File: src/rtl/pcw_boot_pkg.sv
// Shared types for the PCW boot download path: sink state encoding and the
// buffered address/data pair carried from the loader to system RAM.
package pcw_boot_pkg;

    localparam int DL_ADDR_W = 16;

    typedef enum logic [1:0] {
        DL_IDLE,
        DL_LOAD,
        DL_DRAIN,
        DL_START
    } dl_state_t;

    typedef struct packed {
        logic [DL_ADDR_W-1:0] addr;
        logic [7:0]           data;
    } dl_entry_t;

endpackage

File: src/rtl/dl_fifo.sv
// Small synchronous FIFO of download entries. A push while full is ignored,
// and a pop while empty is ignored. The head entry is valid whenever the FIFO is not empty.
module dl_fifo
    import pcw_boot_pkg::*;
#(
    parameter int DEPTH = 4
) (
    input  logic      clk_i,
    input  logic      rst_i,
    input  logic      push_i,
    input  dl_entry_t push_data_i,
    input  logic      pop_i,
    output dl_entry_t head_o,
    output logic      full_o,
    output logic      empty_o
);

    localparam int PTR_W = $clog2(DEPTH);
    localparam int CNT_W = PTR_W + 1;
    localparam logic [CNT_W-1:0] FULL_CNT = CNT_W'(DEPTH);

    dl_entry_t        mem_q [DEPTH];
    logic [PTR_W-1:0] wr_ptr_q;
    logic [PTR_W-1:0] rd_ptr_q;
    logic [CNT_W-1:0] count_q;
    logic             do_push;
    logic             do_pop;

    assign full_o  = (count_q == FULL_CNT);
    assign empty_o = (count_q == '0);
    assign do_push = push_i && !full_o;
    assign do_pop  = pop_i && !empty_o;
    assign head_o  = mem_q[rd_ptr_q];

    // NOTE: storage has no reset; an entry is only observable after it has been written.
    always_ff @(posedge clk_i) begin
        if (do_push) begin
            mem_q[wr_ptr_q] <= push_data_i;
        end
    end

    always_ff @(posedge clk_i or posedge rst_i) begin
        if (rst_i) begin
            wr_ptr_q <= '0;
            rd_ptr_q <= '0;
            count_q  <= '0;
        end else begin
            if (do_push) begin
                wr_ptr_q <= wr_ptr_q + PTR_W'(1);
            end
            if (do_pop) begin
                rd_ptr_q <= rd_ptr_q + PTR_W'(1);
            end
            case ({do_push, do_pop})
                2'b10:   count_q <= count_q + CNT_W'(1);
                2'b01:   count_q <= count_q - CNT_W'(1);
                default: count_q <= count_q;
            endcase
        end
    end

endmodule

File: src/rtl/pcw_download_sink.sv
// Boot download sink: buffers loader byte writes, commits them to RAM through an
// acknowledged port, and keeps the Z80 held until the image is in place.
module pcw_download_sink
    import pcw_boot_pkg::*;
#(
    parameter int FIFO_DEPTH = 4
) (
    input  logic                 clk_sys,
    input  logic                 reset,
    input  logic                 dn_go,
    input  logic                 dn_wr,
    input  logic [DL_ADDR_W-1:0] dn_addr,
    input  logic [7:0]           dn_data,
    output logic                 dn_wait,
    input  logic                 execute_enable,
    input  logic [DL_ADDR_W-1:0] execute_addr,
    output logic [DL_ADDR_W-1:0] mem_addr,
    output logic [7:0]           mem_dout,
    output logic                 mem_we,
    input  logic                 mem_ack,
    output logic                 cpu_hold,
    output logic                 cpu_start,
    output logic [DL_ADDR_W-1:0] cpu_pc,
    output logic [15:0]          byte_count,
    output logic [7:0]           checksum,
    output logic                 overflow
);

    dl_state_t            state_q, state_d;
    logic                 dn_go_q;
    logic [15:0]          byte_count_q, byte_count_d;
    logic [7:0]           checksum_q, checksum_d;
    logic                 overflow_q, overflow_d;
    logic                 exec_pending_q, exec_pending_d;
    logic [DL_ADDR_W-1:0] exec_addr_q, exec_addr_d;
    logic [DL_ADDR_W-1:0] cpu_pc_q, cpu_pc_d;
    logic                 cpu_hold_q, cpu_hold_d;

    dl_entry_t fifo_in;
    dl_entry_t fifo_head;
    logic      fifo_full;
    logic      fifo_empty;
    logic      fifo_push;
    logic      go_rise;

    assign go_rise   = dn_go && !dn_go_q;
    assign fifo_push = (state_q == DL_LOAD) && dn_wr;
    assign fifo_in   = '{addr: dn_addr, data: dn_data};

    dl_fifo #(
        .DEPTH (FIFO_DEPTH)
    ) u_fifo (
        .clk_i       (clk_sys),
        .rst_i       (reset),
        .push_i      (fifo_push),
        .push_data_i (fifo_in),
        .pop_i       (mem_ack),
        .head_o      (fifo_head),
        .full_o      (fifo_full),
        .empty_o     (fifo_empty)
    );

    // Write port is driven straight from FIFO occupancy so a reset drops it at once.
    assign mem_we     = !fifo_empty;
    assign mem_addr   = fifo_empty ? '0 : fifo_head.addr;
    assign mem_dout   = fifo_empty ? '0 : fifo_head.data;
    assign dn_wait    = fifo_full;
    assign cpu_start  = (state_q == DL_START);
    assign cpu_hold   = cpu_hold_q;
    assign cpu_pc     = cpu_pc_q;
    assign byte_count = byte_count_q;
    assign checksum   = checksum_q;
    assign overflow   = overflow_q;

    // NOTE: every next-state value defaults to its register first, so no path infers a latch.
    always_comb begin
        state_d        = state_q;
        byte_count_d   = byte_count_q;
        checksum_d     = checksum_q;
        overflow_d     = overflow_q;
        exec_pending_d = exec_pending_q;
        exec_addr_d    = exec_addr_q;
        cpu_pc_d       = cpu_pc_q;
        cpu_hold_d     = cpu_hold_q;

        case (state_q)
            DL_IDLE: begin
                if (go_rise) begin
                    state_d      = DL_LOAD;
                    byte_count_d = '0;
                    checksum_d   = '0;
                    overflow_d   = 1'b0;
                    cpu_hold_d   = 1'b1;
                end else if (execute_enable && cpu_hold_q) begin
                    exec_addr_d = execute_addr;
                    state_d     = DL_START;
                end
            end
            DL_LOAD: begin
                if (dn_wr) begin
                    if (!fifo_full) begin
                        byte_count_d = (byte_count_q == 16'hFFFF) ? byte_count_q
                                                                  : byte_count_q + 16'd1;
                        checksum_d   = checksum_q + dn_data;
                    end else begin
                        overflow_d = 1'b1;
                    end
                end
                if (execute_enable) begin
                    exec_pending_d = 1'b1;
                    exec_addr_d    = execute_addr;
                end
                if (!dn_go) begin
                    state_d = DL_DRAIN;
                end
            end
            DL_DRAIN: begin
                if (go_rise) begin
                    // New session: queued bytes keep draining, bookkeeping restarts.
                    state_d        = DL_LOAD;
                    byte_count_d   = '0;
                    checksum_d     = '0;
                    overflow_d     = 1'b0;
                    exec_pending_d = 1'b0;
                end else begin
                    if (execute_enable) begin
                        exec_pending_d = 1'b1;
                        exec_addr_d    = execute_addr;
                    end
                    if (fifo_empty && exec_pending_q) begin
                        state_d = DL_START;
                    end
                end
            end
            DL_START: begin
                cpu_pc_d       = exec_addr_q;
                cpu_hold_d     = 1'b0;
                exec_pending_d = 1'b0;
                state_d        = DL_IDLE;
            end
            default: state_d = DL_IDLE;
        endcase
    end

    always_ff @(posedge clk_sys or posedge reset) begin
        if (reset) begin
            state_q        <= DL_IDLE;
            dn_go_q        <= 1'b0;
            byte_count_q   <= '0;
            checksum_q     <= '0;
            overflow_q     <= 1'b0;
            exec_pending_q <= 1'b0;
            exec_addr_q    <= '0;
            cpu_pc_q       <= '0;
            cpu_hold_q     <= 1'b1;
        end else begin
            state_q        <= state_d;
            dn_go_q        <= dn_go;
            byte_count_q   <= byte_count_d;
            checksum_q     <= checksum_d;
            overflow_q     <= overflow_d;
            exec_pending_q <= exec_pending_d;
            exec_addr_q    <= exec_addr_d;
            cpu_pc_q       <= cpu_pc_d;
            cpu_hold_q     <= cpu_hold_d;
        end
    end

endmodule

File: config.mk
export PLATFORM = sky130hd
export DESIGN_NAME = pcw_download_sink
export DESIGN_NICKNAME = d
export VERILOG_FILES = /design/src/rtl/pcw_boot_pkg.sv /design/src/rtl/dl_fifo.sv /design/src/rtl/pcw_download_sink.sv
export SDC_FILE = /design/constraint.sdc
export NUM_CORES = 1
export LEC_CHECK = 0
export ABC_AREA = 1
export BUFFER_PORTS_ARGS = -buffer_cell sky130_fd_sc_hd__buf_2
export CORE_ASPECT_RATIO = 0.9
export CORE_MARGIN = 4
export CORE_UTILIZATION = 57
export DETAILED_ROUTE_END_ITERATION = 10
export PLACE_DENSITY = 0.85
export RECOVER_POWER = 50
export SLEW_MARGIN = 10
export SYNTH_ARGS = -nofsm -noshare
export SYNTH_HDL_FRONTEND = slang
export SYNTH_SLANG_ARGS = --single-unit
File: constraint.sdc
create_clock -name clk_sys -period 2.98 [get_ports clk_sys]
set_clock_uncertainty 0.15 [all_clocks]
set_input_delay 0.149 -clock clk_sys [delete_from_list [all_inputs] [get_ports clk_sys]]
set_output_delay 0.149 -clock clk_sys [all_outputs]
set_load 0.03 [all_outputs]
# == Yosys cells after proc, flatten, opt, wreduce, memory -nomap -nowiden ==
# Memory sizes are Yosys's and may differ from the RTL's.
# Cells that the tools add are included.
# op_classes
n_eq_ne,19
n_reduce_logical,23
mux,34
n_addsub,6
# ops
op,n
$mux W16,9
$pmux W16 S3,1
$mux W8,4
$pmux W16 S2,1
$ne A2 B2 Y1 const B,9
$add A16 B1 Y16 const B,1
$eq A16 B16 Y1 const B,1
$pmux W8 S2,1
$reduce_and A4 Y1,3
$mux W2,5
$add A8 B8 Y8,1
$mux W1,8
$pmux W2 S4,1
$eq A2 B2 Y1 const B,3
$logic_and A1 B1 Y1,6
$ne A3 B3 Y1 const B,2
$pmux W3 S2,1
$reduce_bool A2 Y1,3
$reduce_bool A3 Y1,2
$reduce_and A5 Y1,1
$add A2 B1 Y2 const B,2
$eq A2 B1 Y1 const B,2
$pmux W1 S2,2
$add A3 B1 Y3 const B,1
10 further kinds,12
# totals
inputBits,46
ram_bits,96
word_cells,95
memories,1
reg_bits,69
# memory_table
memory,depth,width,read_ports,rd_clocked_by_memory_dff,write_ports,line,rtl
u_fifo.mem_q,4,24,1,0,1,dl_fifo.sv:22,dl_entry_t mem_q [DEPTH];

# == Longest topological paths before layout ==
# Gate-level depths: netlist of the first run.
# depth
word_depth,5
ltp_mapped,11
mapped_depth_nobuf,11

# == Hierarchy ==
# Synthesis of the first run repeated with hierarchy kept, for this count alone.
# hier_totals
cells_unflattened,802
hier_area_um2,7857.5
# modules_own_cells
mod,area_per_inst_um2,seq_area_each_um2,cells_each,n_inst
dl_fifo,4377.9,3057.9,342,1
pcw_download_sink,3479.6,1552.7,460,1

# == Worst setup path before layout of the first run ==
# Ideal clock, no wire load.
# synth_timing
kind,register -> register
startpoint,register state_q[1]
endpoint,"memory u_fifo.mem_q[0][0] in the netlist's numbering, enable pin"
t_arrival_ns,2.088
synth_period_minus_slack_ns,2.643
slack_ns,0.337
path_stages_with_launch,6
path_cell_list,dfrtp_1 > inv_1 > ha_1 > buf_2 > nand3_1 > nor2_1
# synth_between
elab_chain_cells,5
# synth_lines
item,line,rtl
"start, declared",pcw_download_sink.sv:29,"dl_state_t state_q, state_d;"
"start signal, assigned",pcw_download_sink.sv:157,state_q <= state_d;
$eq A2 B1 Y1,pcw_download_sink.sv:47,assign fifo_push = (state_q == DL_LOAD) && dn_wr;
$logic_and A1 B1 Y1,pcw_download_sink.sv:47,
$logic_and A1 B1 Y1,dl_fifo.sv:31,assign do_push = push_i && !full_o;
$mux W1,dl_fifo.sv:37,if (do_push) begin
$mux W1 (implied by the code),dl_fifo.sv:38,mem_q[wr_ptr_q] <= push_data_i;
"end, declared",dl_fifo.sv:22,
# Every way passes these cells.

# == Worst setup path in the final report of the first run ==
# layout_timing
startpoint,register state_q[1]
endpoint,register u_fifo.count_q[2]
# layout_between
elab_chain_cells,5
elab_cells_between_ends,7
# layout_lines
item,line,rtl
$eq A2 B1 Y1 *,pcw_download_sink.sv:47,
$logic_and A1 B1 Y1 *,pcw_download_sink.sv:47,
$logic_and A1 B1 Y1 *,dl_fifo.sv:31,
$eq A2 B1 Y1 or $eq A2 B2 Y1 (tied branches),dl_fifo.sv:54,"case ({do_push, do_pop})"
$pmux W3 S2 or $reduce_bool A2 Y1 (tied branches),n/a,
"end signal, assigned",dl_fifo.sv:55,2'b10: count_q <= count_q + CNT_W'(1);
"end signal, assigned",dl_fifo.sv:56,2'b01: count_q <= count_q - CNT_W'(1);
"end signal, assigned",dl_fifo.sv:57,default: count_q <= count_q;
"end, declared",dl_fifo.sv:25,logic [CNT_W-1:0] count_q;
# Mark *: on every way between the ends. The rest lies on a longest branch, timed or not.
# A chain may end at the register's enable or synchronous reset.

==> results of run 1 <==
[synthesized netlist by cell type, types with 2 or more instances]
cell / n
sky130_fd_sc_hd__nand2_1: 155
sky130_fd_sc_hd__nor2_1: 118
sky130_fd_sc_hd__edfxtp_1: 96
sky130_fd_sc_hd__dfrtp_1: 68
sky130_fd_sc_hd__o21ai_0: 61
sky130_fd_sc_hd__inv_1: 54
sky130_fd_sc_hd__a21oi_1: 32
sky130_fd_sc_hd__nand3_1: 20
sky130_fd_sc_hd__ha_1: 18
sky130_fd_sc_hd__o21ai_1: 17
sky130_fd_sc_hd__nand2_2: 15
sky130_fd_sc_hd__clkbuf_1: 13
sky130_fd_sc_hd__buf_2: 9
sky130_fd_sc_hd__xor2_1: 9
sky130_fd_sc_hd__xnor2_1: 8
sky130_fd_sc_hd__o21ai_2: 6
sky130_fd_sc_hd__nand4_1: 5
sky130_fd_sc_hd__inv_2: 4
sky130_fd_sc_hd__nor2_2: 4
sky130_fd_sc_hd__nand3b_1: 3
sky130_fd_sc_hd__nor2_4: 3
sky130_fd_sc_hd__buf_4: 2
sky130_fd_sc_hd__fa_1: 2
sky130_fd_sc_hd__nand3_2: 2
[worst min-delay path, stage by stage]
cell and delay, ns:
sky130_fd_sc_hd__buf_2 0.12, sky130_fd_sc_hd__inv_1 0.05, sky130_fd_sc_hd__nand2_1 0.09, sky130_fd_sc_hd__nand3_1 0.12, sky130_fd_sc_hd__o21ai_0 0.08
[cell usage in the layout, fill, tap and decap left out, types with 2 or more instances in the layout]
cell / count
sky130_fd_sc_hd__clkinv_1: 2
sky130_fd_sc_hd__clkinvlp_4: 2
sky130_fd_sc_hd__buf_2: 58
sky130_fd_sc_hd__xnor2_1: 8
sky130_fd_sc_hd__buf_4: 10
sky130_fd_sc_hd__nand2_1: 155
sky130_fd_sc_hd__xor2_1: 9
sky130_fd_sc_hd__nand3b_1: 3
sky130_fd_sc_hd__clkbuf_16: 17
sky130_fd_sc_hd__edfxtp_1: 96
sky130_fd_sc_hd__clkinv_4: 3
sky130_fd_sc_hd__nand3_1: 20
sky130_fd_sc_hd__o21ai_0: 61
sky130_fd_sc_hd__a21oi_1: 32
sky130_fd_sc_hd__o21ai_2: 6
sky130_fd_sc_hd__nand3_2: 2
sky130_fd_sc_hd__inv_6: 4
sky130_fd_sc_hd__fa_1: 2
sky130_fd_sc_hd__nand2_2: 15
sky130_fd_sc_hd__inv_2: 3
sky130_fd_sc_hd__dfrtp_1: 67
sky130_fd_sc_hd__nand4_1: 5
sky130_fd_sc_hd__nor2_4: 3
sky130_fd_sc_hd__clkbuf_1: 58
sky130_fd_sc_hd__ha_1: 18
sky130_fd_sc_hd__dlygate4sd3_1: 44
sky130_fd_sc_hd__o21ai_1: 17
sky130_fd_sc_hd__bufinv_16: 3
sky130_fd_sc_hd__nor2_1: 114
sky130_fd_sc_hd__inv_1: 55
sky130_fd_sc_hd__nor2_2: 8
[where the power goes]
part | switching (mW) | internal (mW) | total, mW
Sequential | 0.294 | 2.92 | 3.21
Combinational | 3.01 | 1.22 | 4.24
Clock | 0.893 | 1.33 | 2.22
Total | 4.20 | 5.47 | 9.68
[per-stage QoR]
stage | worst slack (ns) | instance area, µm² | util (%) | total power, mW | hold slack, ns
after floorplan | 0.337 | 7470 | - | 6.40 | 0.0304
after global placement | 0.600 | 8220 | 64.5 | 7.33 | 0.133
after detailed placement | 0.515 | 8220 | 64.5 | 7.46 | 0.137
after CTS | 0.474 | 9260 | 72.7 | 9.77 | 0.0520
after global routing | 0.242 | 9180 | 72.1 | 10.3 | 0.144
final | 0.460 | 9180 | 72.1 | 9.68 | 0.0852
[worst max-delay path by stage]
stage / from / endpoint / cells after the start
final: state_q[1] / u_fifo.count_q[2] / 9
after global routing: state_q[1] / u_fifo.count_q[2] / 9
after CTS: state_q[1] / u_fifo.count_q[2] / 9
after detailed placement: state_q[1] / u_fifo.count_q[2] / 9
after global placement: state_q[0] / u_fifo.count_q[2] / 8
after floorplan: state_q[1] / u_fifo.mem_q[0][0] / 5
[layout make-up]
cell class	count	area, µm²
multi-input cells	489	2510
inverters	59	221
clock buffers	19	433
clock inverters	13	170
flip-flops and latches	165	4610
well taps	164	205
fillers	904	3560
repair buffers	169	1020
[metal layers]
layer,vias to the layer above,wire (µm)
li1,2765,-
met1,2665,6900
met2,198,8480
met3,28,1120
met4,0,243
met5,-,0
[state kept, by name (all words and copies together), names as in the netlist]
signal / flops
byte_count: 16
checksum: 8
cpu_hold: 1
cpu_pc: 16
dn_go_q: 1
exec_addr_q: 16
exec_pending_q: 1
overflow: 1
state_q: 2
u_fifo.count_q: 3
u_fifo.mem_q: 96
u_fifo.rd_ptr_q: 2
u_fifo.wr_ptr_q: 2
[what timing repair did]
item | in CTS | in global routing
hold endpoints to repair | 148 | 0
hold buffers | 44 | 0
resized for setup | 0 | 0
[cells by family after synthesis]
kind of cell             count (synthesis)  share of synthesized area [%]
XOR/XNOR                                17                           1.99
flip-flops                             165                           61.7
buffers and inverters                   85                           4.74
adder cells (fa/ha/maj)                 20                           3.55
AO/OA/AOI/OAI                          121                           8.64
AND/OR/NAND/NOR                        331                           19.3
==> flow_results.org, run 1 <==
** Detailed routing
- Vias/cell :: about 5.2
- After detailed routing, the average wire length per cell comes to 15.5 µm.
- Initial DRC Count :: around 360
- Routed vias :: 5,656
- Remaining antenna violation count :: 0
- For this run, the detailed router's first-pass iteration total came to 5.
- Total length of routed wires :: 16,800 µm
- DRC Markers :: 0

** GRT
- Global routing used 6.77% of the available met3 tracks.
- Maximum number of pins on one net before global-route repair :: 51
- Antenna violations before repair :: 0
- The layer flagged by global routing as most heavily used is met2.
- Global Route met1 Usage :: 29.2%
- Gr ovfl total :: 0
- For met2 alone, demand over resource in global routing was 40.4%.
- Total routing usage reported by global routing :: 23.7%
- The number of global-route vias before repair was 5,517.
- The first global-routing pass estimated 27,400 µm of wire.

** Die
- Number of rows in the core area :: 39
- The floorplan step set the die height to between 100 and 150 µm.
- For this configuration, the core starts out at a cell density of 58.6%.
- The floorplan step defined a die boundary enclosing between 10,000 and 15,000 µm².
- The die is between 100 and 150 µm wide.
- Core Area :: between 10,000 and 15,000 µm²
- For this design the top-level I/O count stands at 115.

** Cells and area
- The finished layout holds 1,078 standard cells, fillers aside.
- Antenna Cells :: 0
- The area growth from synthesis to layout is 22.9%.
- Of the cells placed in the final design, the portion with a size suffix greater than 1 is ~16%.
- For this run, the post-layout net count is approximately 970.

** Timing
- For this run, the top clock speed supported by timing is 0.397 GHz.
- After routing, the total negative slack on setup checks comes to 0 ns.
- Actual transition at the worst max-transition pin :: between 1 and 1.5 ns
- Final hold vios :: 0
- Headroom to the max-slew limit came out at 24.2%.
- The routed design could run at a clock period as short as 2.52 ns.
- Setup violations remaining at the end of the flow were counted as 0.
- Setup repair after global routing missed its margin :: no
- The max-slew violation count was 0.
- Final worst-path cycle share :: a little over four fifths

** Worst hold path
- The path with the worst hold slack has its endpoint at overflow.
- Hold_sp :: dn_wr
- Counting instances, the worst hold path has a depth of 5.
- Path category of the worst min-delay check :: in -> reg

** Synth
- In this run, synthesis produced a sequential element count of 165.
- Yosys warnings :: 0
- Area of the mapped netlist :: 7470 µm²
- Cells after synthesis :: about 740
- Sequential share of the synthesized area :: 61.7%
- Net count of the mapped netlist :: approximately 810
- Cell variety after synth :: 39
- Cell types occupying the most area after synthesis :: sky130_fd_sc_hd__edfxtp_1 (39%), sky130_fd_sc_hd__dfrtp_1 (23%), sky130_fd_sc_hd__nand2_1 (7.8%)
- The average instance in the mapped netlist occupies a little over 10 µm².
- In the synthesized netlist the dominant register cell turns out to be sky130_fd_sc_hd__edfxtp_1.
- Yosys mapped a number of flops with a built-in enable equal to 96.
- Fraction of synthesized cell area taken by the top area cell type :: 38.6%
- Cell type with the highest aggregate area in the netlist :: sky130_fd_sc_hd__edfxtp_1
- After synthesis, the share of flip-flops with an asynchronous set or reset is 41.8%.

** Setup path
- Crit-path cells :: inv_1, ha_1, nand3_1, ha_1, inv_1, fa_1, a21oi_1, o21ai_0, xnor2_1
- Worst path slowest cell :: sky130_fd_sc_hd__dfrtp_1
- R2r endpoint :: u_fifo.count_q[2]
- In this design, the largest share of critical-path delay is due to adder cells.
- Launch point of the worst reg-to-reg path :: state_q[1]
- Buffers & Inverters on Critical Path :: 2
- STA puts the critical path data arrival time at 2.67 ns.
- Maximum cell stage delay along the critical path :: roughly 0.41 ns
- The setup path with the least slack is of type reg -> reg.
- STA puts the critical path data required time at 3.13 ns.
- Of all nets on the critical path, the largest fanout is 8.
- STA classifies the critical path startpoint as a register.
- Measured in cells, the most critical reg-to-reg path has a length of 9.
- Setup crit end kind :: register
- Reg2reg setup slack :: 0.46 ns

** Clock network
- For this design, the sink count on the clock tree is 165.
- After clock tree synthesis, the setup repair step added 0 buffers.
- Clk_lat worst skew :: 0.42 ns
- Maximum clock path buffer count :: 2
- CTS placed an instance of sky130_fd_sc_hd__clkbuf_16 at the clock tree root.
- Register clock-pin slew on the reported worst setup and hold paths :: 0.06 ns
- CTS built an H-tree with a depth of 4.
- Counting the buffers created by CTS gives 17.
- TritonCTS clock tree :: yes

** Outcome
- The run finished with clean final reports.

** Flow run
- Maximum capacitance violations :: 0

** Placed design
- Input and output buffers added on the ports amount to about 110.
- Gp weighted congestion :: ~0.94
- Detailed placement ended at an HPWL of ~10,000 µm.
- Counting tap cells, the placed design contains a total of 1,002 instances.

** Power
- The analysis attributes to cell leakage a power of roughly 4 nW.
- Power density relative to cell area :: 1050 nW/µm²
- IR drop worst, VDD :: 0.632 mV
(Power assumes the default switching activity.)
==> run 2: changes to the inputs <==
- clock period: 2.98 -> 2.37 ns (I/O delays scaled with it)
==> run 2 against run 1 <==
Cell area rose by 0.85%. Non-clock buffer count rose by 4. Critical path depth fell by 3. Via count fell by 0.32%. First-iteration DRC count fell by 9.4%. The run now ends with max-capacitance violations, max-slew violations left. Sequential power rose by 27%. Critical endpoint is now mem_dout[6]. Die area did not move. Setup slack got worse by 0.34 ns. Critical path type is now reg -> out. Largest cell class unchanged.
==> flow_results.org, run 2 (synthesis gave the netlist of run 1 again) <==
** Placed design
- The HPWL after detailed placement is 9950 µm (-1.1%).
- DP Worst Slack :: 0.212 ns (-0.302 ns)
- IO Port Bufs :: 114 (unchanged)
- The weighted congestion at the end of routability-driven global placement was 0.881 (-6.1%).

** Power
- The maximum vdd drop came to 0.855 mV (+35%).
- The power per unit of standard cell area came to 1320 nW/µm² (+25%).
- Leakage :: 3.97 nW (+0.88%)

** Detailed routing
- Total length of routed wires :: 16,600 µm (-0.93%)
- DRC Markers :: 0 (unchanged)
- Remaining antenna violation count :: 0 (unchanged)
- Vias/cell :: 5.21 (-0.69%)
- Router iterations before antenna repair :: 5 (unchanged)
- The DRC violation total after the first TritonRoute iteration was 327 (-9.4%).
- Routed vias :: 5,638 (-0.32%)
- Wire length per cell after detailed routing :: 15.3 µm (-1.3%)

** Clock network
- The count of buffers added by post-CTS timing repair for setup was 0 (unchanged).
- The level count of the clock H-tree was 4 (unchanged).
- Clock sink count :: 165 (unchanged)
- The maximum number of buffers from clock root to sink is 2 (unchanged).
- The clock network latency to the later pin of the worst-skew pair was 0.43 ns (about the same).
- Root Driver :: sky130_fd_sc_hd__clkbuf_16
- TritonCTS built the clock tree.
- Number of buffers created by CTS :: 17 (unchanged)
- Register clock-pin slew on the reported worst setup and hold paths :: 0.06 ns (about the same)

** Worst hold path
- Path category of the worst min-delay check :: in -> reg
- The path with the worst hold slack has its endpoint at overflow.
- Number of stages on the worst hold path :: 5 (unchanged)
- Hold_sp :: dn_wr

** Timing
- Final worst-path cycle share :: between 90% and 100%
- Setup repair after global routing missed its margin :: no
- Actual transition at the worst max-transition pin :: 1.51 ns (+0.375 ns)
- The worst path setup slack after routing came to 0.116 ns (-0.344 ns).
- Maximum frequency from static timing analysis :: 0.444 GHz
- Headroom to the max-slew limit :: -0.756% (-25 points)
- Final number of setup-violating endpoints :: 0 (unchanged)
- The number of failing hold endpoints at the final stage is 0 (unchanged).
- The total negative setup slack was 0 ns (unchanged).
- Final min period :: 2.25 ns
- Pins over their slew limit :: 69 (+69)

** Cells and area
- The library cells used most frequently in the layout, excluding fill and tap cells, are sky130_fd_sc_hd__nand2_1 (155), sky130_fd_sc_hd__nor2_1 (114), sky130_fd_sc_hd__edfxtp_1 (96).
- The number of flip-flops under the largest register name came to 96 (unchanged).
- Antenna Cells :: 0 (unchanged)
- The fill cell instance count of the final layout came to 913 (+1.0%).
- The layout net count was 971 (+0.41%).
- Most frequent standard cell in the layout excluding fill and tap cells :: sky130_fd_sc_hd__nand2_1
- Most flop-heavy register :: u_fifo.mem_q
- Layout Area Growth over Synthesis :: 23.9%
- The proportion of layout cells with a drive suffix above 1 is 16.7% (+0.91 points).

** Die
- Die boundary width :: 129 µm (unchanged)
- Overall die area :: 15,000 µm² (unchanged)
- Boundary Pins :: 115 (unchanged)
- The die span in y was 117 µm (unchanged).
- The placement row count was 39 (unchanged).
- The floorplan core area was 12,700 µm² (unchanged).
- Initial Util :: 58.6% (unchanged)

** Setup path
- Setup crit end kind :: primary output
- Reg2Reg Depth :: 9 (unchanged)
- The critical path goes through buf_8, nor2_1, nor2_1, o21ai_0, a21oi_1, buf_2.
- The number of logic stages on the critical path including buffering came to 6 (-3).
- Endpoint required time on the critical path :: 2.10 ns (-1.03 ns)
- By startpoint and endpoint, the worst setup path is classified as reg -> out.
- Maximum cell stage delay along the critical path :: 0.51 ns (+0.10 ns)
- STA classifies the critical path startpoint as a register.
- Crit path DAT :: 1.99 ns (-0.68 ns)
- For this design, the slowest cell found on the critical path is sky130_fd_sc_hd__dfrtp_2.
- Cell type with the highest occurrence count on the critical path :: sky130_fd_sc_hd__nor2_1
- Crit-path leading delay family :: buffers and inverters
- Buffers & Inverters on Critical Path :: 2 (unchanged)
- Launch point of the worst reg-to-reg path :: state_q[1]
- Maximum fanout along the worst path :: 42 (+34)
- The endpoint identified for the worst register-to-register timing path is u_fifo.count_q[2].
- The reg2reg setup slack came to 0.19 ns (-0.27 ns).

** GRT
- Vias in the first global route :: 5,500 (-0.31%)
- Maximum number of pins on one net before global-route repair :: 70 (+37%)
- The overall overflow remaining after global route came to 0 (unchanged).
- The global routing usage summed across all routing layers is 23.1% (-0.56 points).
- Antenna violations before repair :: 0 (unchanged)
- Wire length of the first global-routing pass :: 26,700 µm (-2.4%)

** Outcome
- Outcome :: finished with violations
- Failing checks :: max-capacitance violations, max-slew violations

** Flow run
- Maximum capacitance violations :: 1 (+1)
## run 2: where the power goes
part / internal, mW / total [mW] / switching [mW]
clock network: 1.57 / 2.71 / 1.14
logic: 1.64 / 5.40 / 3.76
registers: 3.67 / 4.07 / 0.395
## run 2: area by class of cell
class	instances	area [µm²]	share of cell area (%)
clock buffer	19	433	4.68
clock inverter	13	148	1.60
inverter	59	224	2.42
multi-input combinational	489	2510	27.1
sequential	165	4610	49.9
tap	164	205	2.22
timing repair buffer	173	1120	12.1
## run 2: timing repair
action,in CTS,in global routing
endpoints found under the hold margin,189,0
hold buffers,44,0
endpoints found under the setup margin,1,9
gates resized for setup,1,6
## run 2: routing by layer
metal	vias up	routed length (µm)	share of wire (%)	global-route usage, %
met1	2649	6820	41	28.8
met5	-	0	0	0
met2	193	8490	51	39.7
li1	2770	-	-	-
met4	0	300	1.8	8.40
met3	26	984	5.9	5.62
## run 2: worst register-to-register path: stages, from the launching register on
cell                      delay [ns]
sky130_fd_sc_hd__dfrtp_1        0.39
sky130_fd_sc_hd__inv_1          0.11
sky130_fd_sc_hd__ha_1           0.21
sky130_fd_sc_hd__nand3_1        0.13
sky130_fd_sc_hd__ha_1           0.16
sky130_fd_sc_hd__inv_1          0.08
sky130_fd_sc_hd__fa_2           0.37
sky130_fd_sc_hd__a21oi_2        0.17
sky130_fd_sc_hd__o21ai_0        0.15
sky130_fd_sc_hd__xnor2_1        0.16
## run 2: worst max path at each step
| stage | from | slack, ns | endpoint |
|---|---|---|---|
| after floorplan | state_q[1] | -0.27 | u_fifo.mem_q[0][0] |
| after detailed placement | u_fifo.count_q[0] | 0.21 | u_fifo.count_q[2] |
| after CTS | u_fifo.rd_ptr_q[0] | 0.04 | mem_dout[6] |
| after global routing | u_fifo.rd_ptr_q[0] | 0.006 | mem_addr[4] |
| final | u_fifo.rd_ptr_q[0] | 0.12 | mem_dout[6] |
| after global placement | u_fifo.count_q[0] | 0.33 | u_fifo.count_q[2] |
## run 2: stage by stage
stage               instance area, µm²  total power [mW]  hold slack (ns)  instances  util, %
floorplan                         7470              8.04       -0.0000702        739        -
global placement                  8310              9.32           0.0719       1006     65.3
detailed placement                8310              9.46           0.0752       1006     65.3
CTS                               9340              12.3           0.0154       1082     73.3
global route                      9250              12.9           0.0988       1082     72.7
finish                            9250              12.2           0.0338       1082     72.7
==> run 3: changes to the inputs <==
==> constraint.sdc (replaced) <==
create_clock -name clk_sys -period 2.37 [get_ports clk_sys]
set_clock_uncertainty 0.15 [all_clocks]
set_input_delay 0.3555 -clock clk_sys [delete_from_list [all_inputs] [get_ports clk_sys]]
set_output_delay 0.3555 -clock clk_sys [all_outputs]
set_load 0.03 [all_outputs]
==> run 3 against run 2 <==
The flow now finishes without violations. Sequential cell count is the same. Setup slack lost 0.041 ns. Via count shrank 0.92%. Count of clock-buffer cells in the layout fell by 1. Register-to-register slack got worse by 0.04 ns. Die area stayed put. Total power increased by 1.7%. First-iteration DRC count rose by 18%. Critical path depth stayed put. Routed wire length shrank 0.87%. Critical path type unchanged. Critical endpoint is now mem_addr[10]. Largest cell class unchanged. Highest routed layer is now met5.
==> flow_results.org, run 3 (synthesis gave the netlist of run 1 again) <==
** Timing
- Minimum hold slack :: 0.0201 ns (-0.0137 ns)
- Maximum frequency from static timing analysis :: 0.436 GHz (-1.8%)
- The worst slew margin relative to its limit was 36.9% (+38 points).
- Actual transition at the worst max-transition pin :: 0.946 ns (-0.565 ns)
- Setup repair after global routing could not meet its margin everywhere.
- Setup slack of the critical path after layout :: 0.0755 ns (-0.0407 ns)
- The total negative setup slack was 0 ns (unchanged).
- The clock period minus final worst setup slack is 2.29 ns (+0.0407 ns).
- Final number of setup-violating endpoints :: 0 (unchanged)
- Final worst-path cycle share :: 96.8% (+1.7 points)
- Pins over their slew limit :: 0 (-100%)
- Final hold vios :: 0 (unchanged)

** Detailed routing
- Router iterations before antenna repair :: 5 (unchanged)
- The number of design rule violations left after detail routing was 0 (unchanged).
- Vias/cell :: 5.26 (+1.0%)
- The routed wire length per instance is 15.5 µm (+1.1%).
- Initial DRC Count :: 386 (+18%)
- Total length of routed wires :: 16,500 µm (-0.87%)
- Routed vias :: 5,586 (-0.92%)
- Remaining antenna violation count :: 0 (unchanged)

** Outcome
- Outcome :: finished, final reports clean

** Cells and area
- Most frequent standard cell in the layout excluding fill and tap cells :: sky130_fd_sc_hd__nand2_1
- The fill cell instance count of the final layout came to 925 (+1.3%).
- The number of standard cells in the layout, taps in and fillers out is 1,061 (-1.9%).
- Antenna Cells :: 0 (unchanged)
- Most flop-heavy register :: u_fifo.mem_q
- The area growth from synthesis to layout is 21.6%.
- Fraction of layout instances using a drive strength above 1 :: 19.5% (+2.8 points)
- The number of flip-flops under the largest register name was 96 (unchanged).
- Number of nets in the final layout :: 950 (-2.2%)
- The final cell utilization of the core came to 71.3% (-1.4 points).
- Commonest cells after routing, fill and taps aside :: sky130_fd_sc_hd__nand2_1 (155), sky130_fd_sc_hd__nor2_1 (114), sky130_fd_sc_hd__edfxtp_1 (96)
- Final standard cell area without fillers :: 9080 µm² (-1.9%)

** Placed design
- The number of I/O port buffers was 114 (unchanged).
- Placed instance count :: 1,009 (+0.30%)
- Area after detailed placement :: 8320 µm² (+0.12%)
- The HPWL after detailed placement is 10,800 µm (+8.2%).
- The weighted congestion at the end of routability-driven global placement was 0.873 (-0.90%).
- DP Worst Slack :: 0.260 ns (+0.0473 ns)

** Worst hold path
- Number of stages on the worst hold path :: 3 (-2)
- Path category of the worst min-delay check :: in -> reg
- The worst hold path terminates at exec_addr_q[10].
- In this run the most critical hold path is launched from execute_addr[10].

** Power
- The clock share of power is 22.6% (+0.4 points).
- Sequential share of power :: 32.8% (-0.6 points)
- Switching part of the total power :: 43.0% (-0.53 points)
- Leakage :: 3.97 nW (about the same)
- Net switching power figure :: 5.32 mW (+0.41%)
- The internal power summed over all cells is 7.06 mW (+2.6%).
- The total chip power came to 12.4 mW (+1.7%).
- The power per unit of standard cell area came to 1360 nW/µm² (+3.6%).
- The maximum vdd drop is 0.940 mV (+9.9%).
- The logic gate share of total power came to 44.6% (+0.3 points).

** Die
- Initial Util :: 58.6% (unchanged)
- Core Area :: 12,700 µm² (unchanged)
- Die extent in y :: 117 µm (unchanged)
- The count of boundary I/O pins is 115 (unchanged).
- Overall die area :: 15,000 µm² (unchanged)
- The die span in x came to 129 µm (unchanged).
- The placement row count came to 39 (unchanged).

** Flow run
- Maximum capacitance violations :: 0 (-1)

** Setup path
- In this run the worst setup path begins at u_fifo.rd_ptr_q[0].
- Buffers & Inverters on Critical Path :: 2 (unchanged)
- In this design, the largest share of critical-path delay is due to flip-flops.
- The logic depth of the worst register-to-register path came to 11 (+2).
- Type of the worst setup path :: reg -> out
- Setup crit end kind :: primary output
- Endpoint required time on the critical path :: 1.86 ns (-0.24 ns)
- Crit-path cells :: buf_12, nor2_1, nor2_1, o21ai_0, a21oi_1, buf_2
- The startpoint identified for the worst register-to-register timing path is state_q[0].
- The largest stage delay on the critical path came to 0.44 ns (-0.07 ns).
- Maximum fanout along the worst path :: 31 (-26%)
- The largest individual stage delay along the critical path comes from the cell sky130_fd_sc_hd__dfrtp_2.
- Cell type with the highest occurrence count on the critical path :: sky130_fd_sc_hd__nor2_1
- Reg2reg setup slack :: 0.15 ns (-0.04 ns)
- R2r endpoint :: byte_count[1]
- Crit start category :: register
- Crit path DAT :: 1.79 ns (-0.20 ns)

** GRT
- The global routing usage summed across all routing layers was 22.9% (-0.21 points).
- The number of global-route vias before repair is 5,415 (-1.5%).
- The initial antenna violation count is 1 (+1).
- The overall overflow remaining after global route was 0 (unchanged).
- The global-route wire length before repair came to 26,400 µm (-1.1%).
- Maximum number of pins on one net before global-route repair :: 70 (unchanged)

** Clock network
- The total clock sinks came to 165 (unchanged).
- TritonCTS clock tree :: yes
- The clock network latency to the later pin of the worst-skew pair is 0.42 ns (about the same).
- The number of buffers created by CTS is 17 (unchanged).
- The level count of the clock H-tree is 4 (unchanged).
- The clock slew at the register clock pins of the worst setup and hold paths was 0.06 ns (about the same).
- Root Driver :: sky130_fd_sc_hd__clkbuf_16
- The maximum number of buffers from clock root to sink was 2 (unchanged).
-- run 3: changes by cell type in the layout (fill, tap and decap cells not counted), sizes merged, moves of 2 or more --
cell,previous run,this run
buf,76,98
clkbuf,72,55
clkinv,5,7
dlygate4sd3,44,17
-- run 3: power by group through the flow --
| stage | clock network [mW] | logic, mW | registers (mW) |
|---|---|---|---|
| 4_1_cts | 2.83 | 5.54 | 4.07 |
| 3_5_place_dp | 0 | 5.41 | 4.12 |
| 3_3_place_gp | 0 | 5.25 | 4.09 |
| 6_report | 2.79 | 5.53 | 4.06 |
| 5_1_grt | 2.97 | 6.07 | 4.13 |
| 2_1_floorplan | 0 | 3.65 | 4.39 |
-- run 3: layer usage --
metal	up-vias	track usage (%)	part of all wire, %
li1	2733	-	-
met1	2661	28.8	42
met2	161	40.0	51
met3	29	4.89	5.8
met4	2	7.49	1.5
met5	-	0	0.073
-- run 3: worst min-delay path, cell delays in order --
cell and delay (ns):
sky130_fd_sc_hd__buf_2 0.09, sky130_fd_sc_hd__inv_1 0.04, sky130_fd_sc_hd__o21ai_1 0.06
-- run 3: timing repair --
action / 4_1_cts / 5_1_grt
hold buffers: 17 / 0
endpoints found under the hold margin: 123 / 0
pin swaps: 0 / 3
setup buffers: 2 / 1
endpoints found under the setup margin: 21 / 12
cloned: 0 / 0
gates resized for setup: 4 / 9
-- run 3: layout make-up --
cell class,instances,area [µm²],share of cell area [%]
Clock buffer,18,429,4.73
Clock inverter,14,170,1.87
Inverter,59,224,2.47
Multi-Input combinational cell,489,2510,27.7
Sequential cell,165,4610,50.8
Tap cell,164,205,2.26
Timing Repair Buffer,152,925,10.2
-- run 3: how the worst max path moves through the flow --
stage / to / cells past startpoint / slack [ns]
6_report: mem_addr[10] / 6 / 0.08
3_5_place_dp: u_fifo.count_q[2] / 9 / 0.26
4_1_cts: mem_dout[6] / 6 / 0.006
3_3_place_gp: u_fifo.count_q[2] / 9 / 0.34
5_1_grt: mem_addr[10] / 6 / -0.03
2_1_floorplan: u_fifo.mem_q[0][0] / 5 / -0.27
